### src/rtl/jtopl_wrseq.sv
// CPU write sequencer for the OPL register file: queues data-port writes, decodes the
// register map into per-slot update strobes and holds each update for a full slot scan.
module jtopl_wrseq #(
  parameter int FIFO_DEPTH = 4
) (
  input  logic       clk,
  input  logic       rst,
  input  logic       cen,
  input  logic       zero,
  input  logic [7:0] cpu_din,
  input  logic       cpu_addr,
  input  logic       cpu_wr,
  output logic       busy,
  output logic       ovf,
  output logic       write,
  output logic [7:0] dout,
  output logic [1:0] sel_group,
  output logic [2:0] sel_sub,
  output logic       up_mult,
  output logic       up_ksl_tl,
  output logic       up_ar_dr,
  output logic       up_sl_rr,
  output logic       up_wav,
  output logic       up_fnumlo,
  output logic       up_fnumhi,
  output logic       up_fbcon,
  output logic       wave_mode,
  output logic       rhy_en,
  output logic [4:0] rhy_kon
);

  localparam int          AW        = $clog2(FIFO_DEPTH);
  localparam logic [AW:0] FULL_CNT  = (AW+1)'(FIFO_DEPTH);
  localparam logic [4:0]  HOLD_LAST = 5'd17;

  typedef enum logic [1:0] {IDLE, DECODE, SYNC, HOLD} state_t;

  typedef struct packed {
    logic       valid;
    logic [7:0] up;
    logic [1:0] grp;
    logic [2:0] sub;
  } dec_t;

  // up bit order: mult, ksl_tl, ar_dr, sl_rr, wav, fnumlo, fnumhi, fbcon
  function automatic dec_t decode_idx(input logic [7:0] idx);
    dec_t       d;
    logic [4:0] off;
    logic [3:0] ch;
    d   = '0;
    off = idx[4:0];
    ch  = idx[3:0];
    case (idx[7:4])
      4'hA, 4'hB, 4'hC: begin
        if (ch <= 4'd8) begin
          d.up  = 8'h20 << (idx[7:4] - 4'hA);
          d.grp = 2'(ch / 4'd3);
          d.sub = 3'(ch % 4'd3);
        end
      end
      default: begin
        if (off <= 5'h15 && off[2:0] <= 3'd5) begin
          case (idx[7:5])
            3'd1:    d.up = 8'h01;
            3'd2:    d.up = 8'h02;
            3'd3:    d.up = 8'h04;
            3'd4:    d.up = 8'h08;
            3'd7:    d.up = 8'h10;
            default: d.up = 8'h00;
          endcase
          d.grp = off[4:3];
          d.sub = off[2:0];
        end
      end
    endcase
    d.valid = |d.up;
    return d;
  endfunction

  state_t        state, state_nx;
  logic [7:0]    index;
  logic [15:0]   mem [FIFO_DEPTH];
  logic [AW-1:0] wr_ptr, rd_ptr;
  logic [AW:0]   fifo_cnt;
  logic          push, pop, push_ok, fifo_full;
  logic [15:0]   head;
  dec_t          head_dec;
  logic [7:0]    ridx_p0, rdat_p0;
  dec_t          dec_p0;
  logic [4:0]    hold_cnt;
  logic [7:0]    up;

  assign push      = cpu_wr & cpu_addr;
  assign fifo_full = (fifo_cnt == FULL_CNT);
  assign pop       = (state == IDLE) && (fifo_cnt != '0);
  // A full FIFO still accepts a push on the clock it is being popped
  assign push_ok   = push && (!fifo_full || pop);
  assign head      = mem[rd_ptr];
  assign head_dec  = decode_idx(head[15:8]);
  assign busy      = (fifo_cnt != '0) || (state != IDLE);

  assign {up_fbcon, up_fnumhi, up_fnumlo, up_wav,
          up_sl_rr, up_ar_dr, up_ksl_tl, up_mult} = up;

  always_ff @(posedge clk or posedge rst) begin
    if (rst) state <= IDLE;
    else     state <= state_nx;
  end

  always_comb begin
    state_nx = state;
    case (state)
      IDLE:    if (fifo_cnt != '0) state_nx = DECODE;
      DECODE:  state_nx = dec_p0.valid ? SYNC : IDLE;
      SYNC:    if (cen && zero) state_nx = HOLD;
      HOLD:    if (cen && hold_cnt == HOLD_LAST) state_nx = IDLE;
      default: state_nx = IDLE;
    endcase
  end

  // FIFO storage and pop stage registers (data only)
  always_ff @(posedge clk) begin
    if (push_ok) mem[wr_ptr] <= {index, cpu_din};
    if (pop) begin
      ridx_p0 <= head[15:8];
      rdat_p0 <= head[7:0];
      dec_p0  <= head_dec;
    end
  end

  always_ff @(posedge clk or posedge rst) begin
    if (rst) begin
      index     <= '0;
      ovf       <= 1'b0;
      write     <= 1'b0;
      wr_ptr    <= '0;
      rd_ptr    <= '0;
      fifo_cnt  <= '0;
      hold_cnt  <= '0;
      up        <= '0;
      dout      <= '0;
      sel_group <= '0;
      sel_sub   <= '0;
      wave_mode <= 1'b0;
      rhy_en    <= 1'b0;
      rhy_kon   <= '0;
    end else begin
      write <= 1'b0;
      if (cpu_wr && !cpu_addr) index <= cpu_din;
      if (push && !push_ok)    ovf   <= 1'b1;
      if (push_ok) wr_ptr <= wr_ptr + 1'b1;
      if (pop)     rd_ptr <= rd_ptr + 1'b1;
      case ({push_ok, pop})
        2'b10:   fifo_cnt <= fifo_cnt + 1'b1;
        2'b01:   fifo_cnt <= fifo_cnt - 1'b1;
        default: fifo_cnt <= fifo_cnt;
      endcase

      case (state)
        IDLE: if (pop) write <= head_dec.valid;
        // decode stage: globals commit here, slot updates arm their strobe
        DECODE: begin
          if (ridx_p0 == 8'h01) wave_mode <= rdat_p0[5];
          if (ridx_p0 == 8'hBD) begin
            rhy_en  <= rdat_p0[5];
            rhy_kon <= rdat_p0[4:0];
          end
          if (dec_p0.valid) begin
            up        <= dec_p0.up;
            sel_group <= dec_p0.grp;
            sel_sub   <= dec_p0.sub;
            dout      <= rdat_p0;
          end
        end
        SYNC: hold_cnt <= '0;
        // hold stage: one full 18-slot scan starting after the wrap marker
        HOLD: begin
          if (cen) begin
            if (hold_cnt == HOLD_LAST) up <= '0;
            else                       hold_cnt <= hold_cnt + 1'b1;
          end
        end
        default: ;
      endcase
    end
  end

endmodule

### config.mk
export PLATFORM = sky130hd
export DESIGN_NAME = jtopl_wrseq
export DESIGN_NICKNAME = d
export VERILOG_FILES = /design/src/rtl/jtopl_wrseq.sv
export SDC_FILE = /design/constraint.sdc
export NUM_CORES = 1
export LEC_CHECK = 0
export CORE_UTILIZATION = 40
export DETAILED_ROUTE_END_ITERATION = 7
export SLEW_MARGIN = 10
export SYNTH_ARGS = -nofsm -noshare
export SYNTH_HDL_FRONTEND = slang
export SYNTH_SLANG_ARGS = --single-unit
### constraint.sdc
create_clock -name clk -period 13.8 [get_ports clk]
set_clock_uncertainty 0.15 [all_clocks]
set_input_delay 2.07 -clock clk [delete_from_list [all_inputs] [get_ports clk]]
set_output_delay 2.07 -clock clk [all_outputs]
set_load 0.005 [all_outputs]
==> out/qor.yml, run 1 <==
pwr:
  p_int_mw: 0.829
  powerDensity_nw_per_um2: 152
  p_comb_share_pct: 11.1
  p_switching_mw: 0.256
  peakVddDrop_v: 0.0000939
  seq_power_share_pct: 49.3
  p_leak_nw: 2.75
  swShare_pct: 23.6
  p_clk_share_pct: 39.6
setup_path:
  r2r_setup_slack_ns: 10.14
  required_ns: 11.58
  endpoint_kind: "output pin"
  worstPathArrival_ns: 1.77
  r2r_cells: 13
  r2r_end: "dec_p0[1]"
  startpoint_type: "register"
  worstPathMaxFanout: 16
  critPathKind: "reg2out"
  regToRegStartpoint: "rd_ptr[0]"
global_route:
  antenna_found_initial: 0
  grt_start_max_net_pins: 53
  grt_pass1_wl_mm: 16.9
  first_global_vias: 3265
  grt_util_all_layers_pct: 15.2
  overflow: 0
timing:
  hold_violations: 0
  tightest_slew_ns: 0.846
  rsz0062_at_grt: "false"
  max-slew-margin-rel_pct: 43.5
  worst_hold_slack_ns: 0.314
  period_share_pct: 28.9
  fmax_mhz: 250
  slew_violations: 0
  min_period_ns: 3.99
  setup_viol: 0
  final.setup.tns_ns: 0
die:
  coreArea_sq_um: 14500
  pin_count: 45
  die_h_microns: 124
  fp.dieW_microns: 124
  initial_core_util_pct: 40.9
  die_area_sq_um: 15300
  rows: 44
layout:
  seq_area_sq_um: 4120
  multiInputGateArea_sq_um: 1720
  final_common_cell: "edfxtp_1"
  nets: 451
  diodes: 0
  area_delta_synth_final_pct: 20.3
  drive_gt1_share_pct: 18.9
  mostFrequentLayoutCells: "edfxtp_1 (94), dfrtp_1 (52), clkdlybuf4s50_1 (44), mux2_2 (29), nand2_1 (25)"
  final_area_sq_um: 7150
  nFillCells: 1239
  finalNonFillerCells: 619
detailed_routing:
  drt_iter0_drc: 212
  dr_wl_met3_microns: 258
  drc: 0
  dr.pass1.iters: 4
  routed_via_density: 5.00
  vias: 3096
  dr_wl_met2_mm: 5.07
  wl_mm: 10.1
  dr.max_layer_used: "met4"
  wl_met1_mm: 4.58
  wire_per_inst_microns: 16.3
  ant_nets: 0
hold_path:
  min_from: "dec_p0[7]"
  hold_end: "up[2]"
  min_path_cells: 2
  worstHoldPathType: "reg2reg"
flow_run:
  cap_violations: 0
synth:
  netlist_instances: 366
  synth_mux_area_share_pct: 12.1
  synth-compound-area-share_pct: 4.63
  yosys_warnings: 0
  synth.yosys.seq_area_share_pct: 69.4
  synth_top_family_by_area: "multiplexers"
  synth-xor-area-share_pct: 1.03
  synth_nets: 395
  yosys.area_share.adder_pct: 3.29
  synth.avg_cell_area_sq_um: 16.2
  synth_area_sq_um: 5940
  synth_edf_count: 94
  yosysUniqueCellTypes: 49
  synth_ff_type: "edfxtp_1"
  synth_simple_gate_area_share_pct: 7.77
  synth-seq-cells: 146
  async_flop_share_pct: 35.6
placed_design:
  finalWeightedCongestion: 0.701
  placed_cells: 587
  port-buffer-count: 44
  hpwl_mm: 6.73
  post_dp_cell_area_sq_um: 6590
clock_tree:
  h-tree-depth: 4
  cts_buffers: 17
  cts_setup_buffers: 0
  cts.sinks: 146
  cts-root-buf: "clkbuf_16"
  cts_tree: "built"
  clkSlewWorstSetupHoldPaths_ns: 0.05
  clk_path_buf_depth: 2
  ctsHoldBuffers: 0
  clk_latency_ns: 0.42
  cts_resized: 0
status:
  status: "finished, final reports clean"
[metal layers]
layer	track usage, %	vias up
li1	-	1494
met1	18.6	1544
met2	24.9	41
met3	4.30	17
met4	7.08	0
met5	0	-
[logic make-up (layout without fill, tap and decap cells)]
group,count (synthesis),count (layout)
buffers and inverters,25,94
AO/OA/AOI/OAI,41,41
XOR/XNOR,7,7
multiplexers,48,48
adder cells (fa/ha/maj),15,15
flip-flops,146,146
AND/OR/NAND/NOR,84,84
[worst max-delay path by stage]
stage	cells past startpoint	endpoint	slack, ns	start
after floorplan	7	fifo_cnt[2]	9.15	state[0]
after detailed placement	4	mem[1][2]	9.45	cpu_addr
after global routing	4	mem[1][6]	9.67	cpu_addr
after CTS	3	busy	9.78	register
after global placement	4	mem[1][2]	9.51	cpu_addr
final	3	busy	9.81	register
[flip-flops by register name, summed over array words and instances, names as in the netlist, 5 cells and up, named ones only]
signal,flops
dec_p0,14
dout,8
hold_cnt,5
index,8
mem,64
rdat_p0,8
rhy_kon,5
ridx_p0,8
up,8
[per-stage QoR]
stage / setup WS, ns / total power, mW / utilization [%]
4_1_cts: 9.78 / 1.10 / 49.2
6_report: 9.81 / 1.08 / 49.2
3_5_place_dp: 9.45 / 0.666 / 45.4
5_1_grt: 9.67 / 1.13 / 49.2
2_1_floorplan: 9.15 / 0.622 / -
3_3_place_gp: 9.51 / 0.659 / 45.4
[power by group through the flow]
stage / registers (mW) / logic (mW) / clock network (mW)
floorplan: 0.535 / 0.0866 / 0
global placement: 0.541 / 0.117 / 0
detailed placement: 0.543 / 0.122 / 0
CTS: 0.535 / 0.123 / 0.438
global route: 0.540 / 0.138 / 0.456
finish: 0.535 / 0.121 / 0.430
[cells in the mapped netlist (4+ instances only)]
library cell,n,share of area [%]
dfrtp_1,52,22
o21ai_0,17,1.4
nor3_1,7,0.59
and2_1,10,1.1
ha_1,14,2.9
mux4_2,16,6.1
nor2b_1,4,0.42
a21o_1,4,0.51
nand2_1,25,1.6
inv_1,14,0.88
nor2_1,6,0.38
edfxtp_1,94,48
a21oi_1,5,0.42
clkbuf_1,6,0.38
nand3_1,13,1.1
xnor2_1,6,0.88
mux2_2,29,5.5
and3_1,4,0.42
[final cells by class]
type	instances	share of cell area [%]
flip-flops and latches	146	57.7
multi-input cells	195	24.0
repair buffers	48	6.58
clock buffers	20	6.11
well taps	184	3.22
clock inverters	12	1.63
inverters	14	0.735
[critical path, stage by stage (launching register included)]
cell	delay, ns
dfrtp_1	0.70
nor2_1	0.08
nand2_1	0.08
clkdlybuf4s50_1	0.49
Power figures use the tool's default switching activity.
==> run 2, diff against run 1 <==
==> constraint.sdc (replaced) <==
create_clock -name clk -period 4 [get_ports clk]
set_clock_uncertainty 0.15 [all_clocks]
set_input_delay 0.6 -clock clk [delete_from_list [all_inputs] [get_ports clk]]
set_output_delay 0.6 -clock clk [all_outputs]
set_load 0.005 [all_outputs]
==> run 2 against run 1 <==
Cell area increased by 0.44%. First-iteration DRC count decreased by 15%. Critical path depth increased by 9. Non-clock buffer count increased by 1. Sequential share of layout area decreased by 0.25 points. Critical endpoint is now dec_p0[1]. Critical path type is now reg2reg.
==> out/qor.yml, run 2 (synthesis gave the netlist of run 1 again) <==
status:
  status: "finished, final reports clean"
setup_path:
  endpoint_kind: "register"
  slowest_delay_ns: 0.65
  required_ns: 4.02
  worstPathMaxFanout: 8
  crit_top_cell: "ha_1"
  critPathKind: "reg2reg"
  worstPathArrival_ns: 3.61
  cpMaxStageDelayCell: "mux4_2"
  startpoint_type: "register"
  path_cells: "mux4_2 > nand2b_1 > inv_1 > ha_1 > inv_1 > ha_1 > nand3_1 > o21ai_0 > ha_1 > a2111oi_4 > mux2_1 > a21o_1"
clock_tree:
  cts-root-buf: "clkbuf_16"
  clk_latency_ns: 0.42
  cts_setup_buffers: 0
  cts_tree: "built"
  cts_buffers: 17
  clkSlewWorstSetupHoldPaths_ns: 0.06
  ctsHoldBuffers: 0
  clk_path_buf_depth: 2
  h-tree-depth: 4
  cts_resized: 0
  cts.sinks: 146
layout:
  largest_register_ff_count: 64
  drive_gt1_share_pct: 20.0
  finalNonFillerCells: 620
  mostFrequentLayoutCells: "edfxtp_1 (94), dfrtp_1 (52), clkdlybuf4s50_1 (44), mux2_2 (29), nand2_1 (25)"
  nets: 452
  area_delta_synth_final_pct: 20.9
  final_common_cell: "edfxtp_1"
  top_register: "mem"
  top_regs: "mem (64), dec_p0 (14)"
  fin_util_pct: 49.4
  diodes: 0
timing:
  max-slew-margin-rel_pct: 39.9
  final.setup.tns_ns: 0
  setup_viol: 0
  worst_hold_slack_ns: 0.320
  period_share_pct: 89.8
  slew_violations: 0
  rsz0062_at_grt: "false"
  fmax_mhz: 278
  hold_violations: 0
  tightest_slew_ns: 0.901
  min_period_ns: 3.59
detailed_routing:
  vias: 3108
  ant_nets: 0
  routed_via_density: 5.01
  drc: 0
  drt_iter0_drc: 181
  wl_mm: 10.4
  dr.pass1.iters: 4
  wire_per_inst_microns: 16.8
global_route:
  antenna_found_initial: 0
  grt_util_all_layers_pct: 15.1
  overflow: 0
  grt_start_max_net_pins: 38
  first_global_vias: 3192
  grt_pass1_wl_mm: 16.5
flow_run:
  cap_violations: 0
placed_design:
  placed_cells: 588
  hpwl_mm: 7.09
  finalWeightedCongestion: 0.701
  port-buffer-count: 44
die:
  coreArea_sq_um: 14500
  fp.dieW_microns: 124
  pin_count: 45
  die_area_sq_um: 15300
  initial_core_util_pct: 40.9
  die_h_microns: 124
  rows: 44
hold_path:
  worstHoldPathType: "reg2reg"
pwr:
  peakVddDrop_v: 0.000320
  p_leak_nw: 2.77
  powerDensity_nw_per_um2: 525
[run 2: final cells by class]
type | instances | area [sq um]
Sequential cell | 146 | 4120
Inverter | 14 | 52.6
Fill cell | 1241 | 7360
Clock buffer | 18 | 429
Clock inverter | 14 | 141
Multi-Input combinational cell | 195 | 1720
Tap cell | 184 | 230
Timing Repair Buffer | 49 | 478
[run 2: path summary, 6_finish.rpt]
kind / startpoint / endpoint / slack, ns / cells past startpoint
setup reg to reg: rd_ptr[0] / dec_p0[1] / 0.41 / 12
hold / removal: dec_p0[10] / up[5] / 0.32 / 2
setup / recovery: rd_ptr[0] / dec_p0[1] / 0.41 / 12
min in group asynchronous: rst / dout[4] / 0.45 / 2
max in group asynchronous: rst / wave_mode / 2.45 / 3
hold reg to reg: dec_p0[10] / up[5] / 0.32 / 2
[run 2: report_power, final]
part           internal, mW  switching [mW]  total, mW
registers              1.77          0.0781       1.85
clock network         0.913           0.594       1.51
logic                 0.182           0.232      0.414
total                  2.87           0.904       3.77
[run 2: per-layer routing]
layer	routed length, microns	global-route usage [%]	up-vias
li1	-	-	1494
met1	4780	19.2	1544
met2	5180	23.8	57
met3	295	3.75	13
met4	168	7.68	0
met5	0	0	-
[run 2: per-stage QoR]
| stage | setup slack (ns) | area (sq um) | power (mW) |
|---|---|---|---|
| final | 0.406 | 7180 | 3.77 |
| after global routing | 0.140 | 7180 | 3.94 |
| after CTS | 0.374 | 7180 | 3.82 |
| after detailed placement | 0.408 | 6610 | 2.30 |
| after global placement | 0.517 | 6610 | 2.28 |
| after floorplan | 0.555 | 5940 | 2.15 |
[run 2: worst max-delay path, delay by kind of cell, from the launching register on]
| kind | cells | cell delay (ns) |
|---|---|---|
| mux | 2 | 1.01 |
| fa+ha+maj | 3 | 0.63 |
| flops | 1 | 0.60 |
| compound gates | 3 | 0.55 |
| simple gates | 2 | 0.28 |
| buf+inv | 2 | 0.11 |
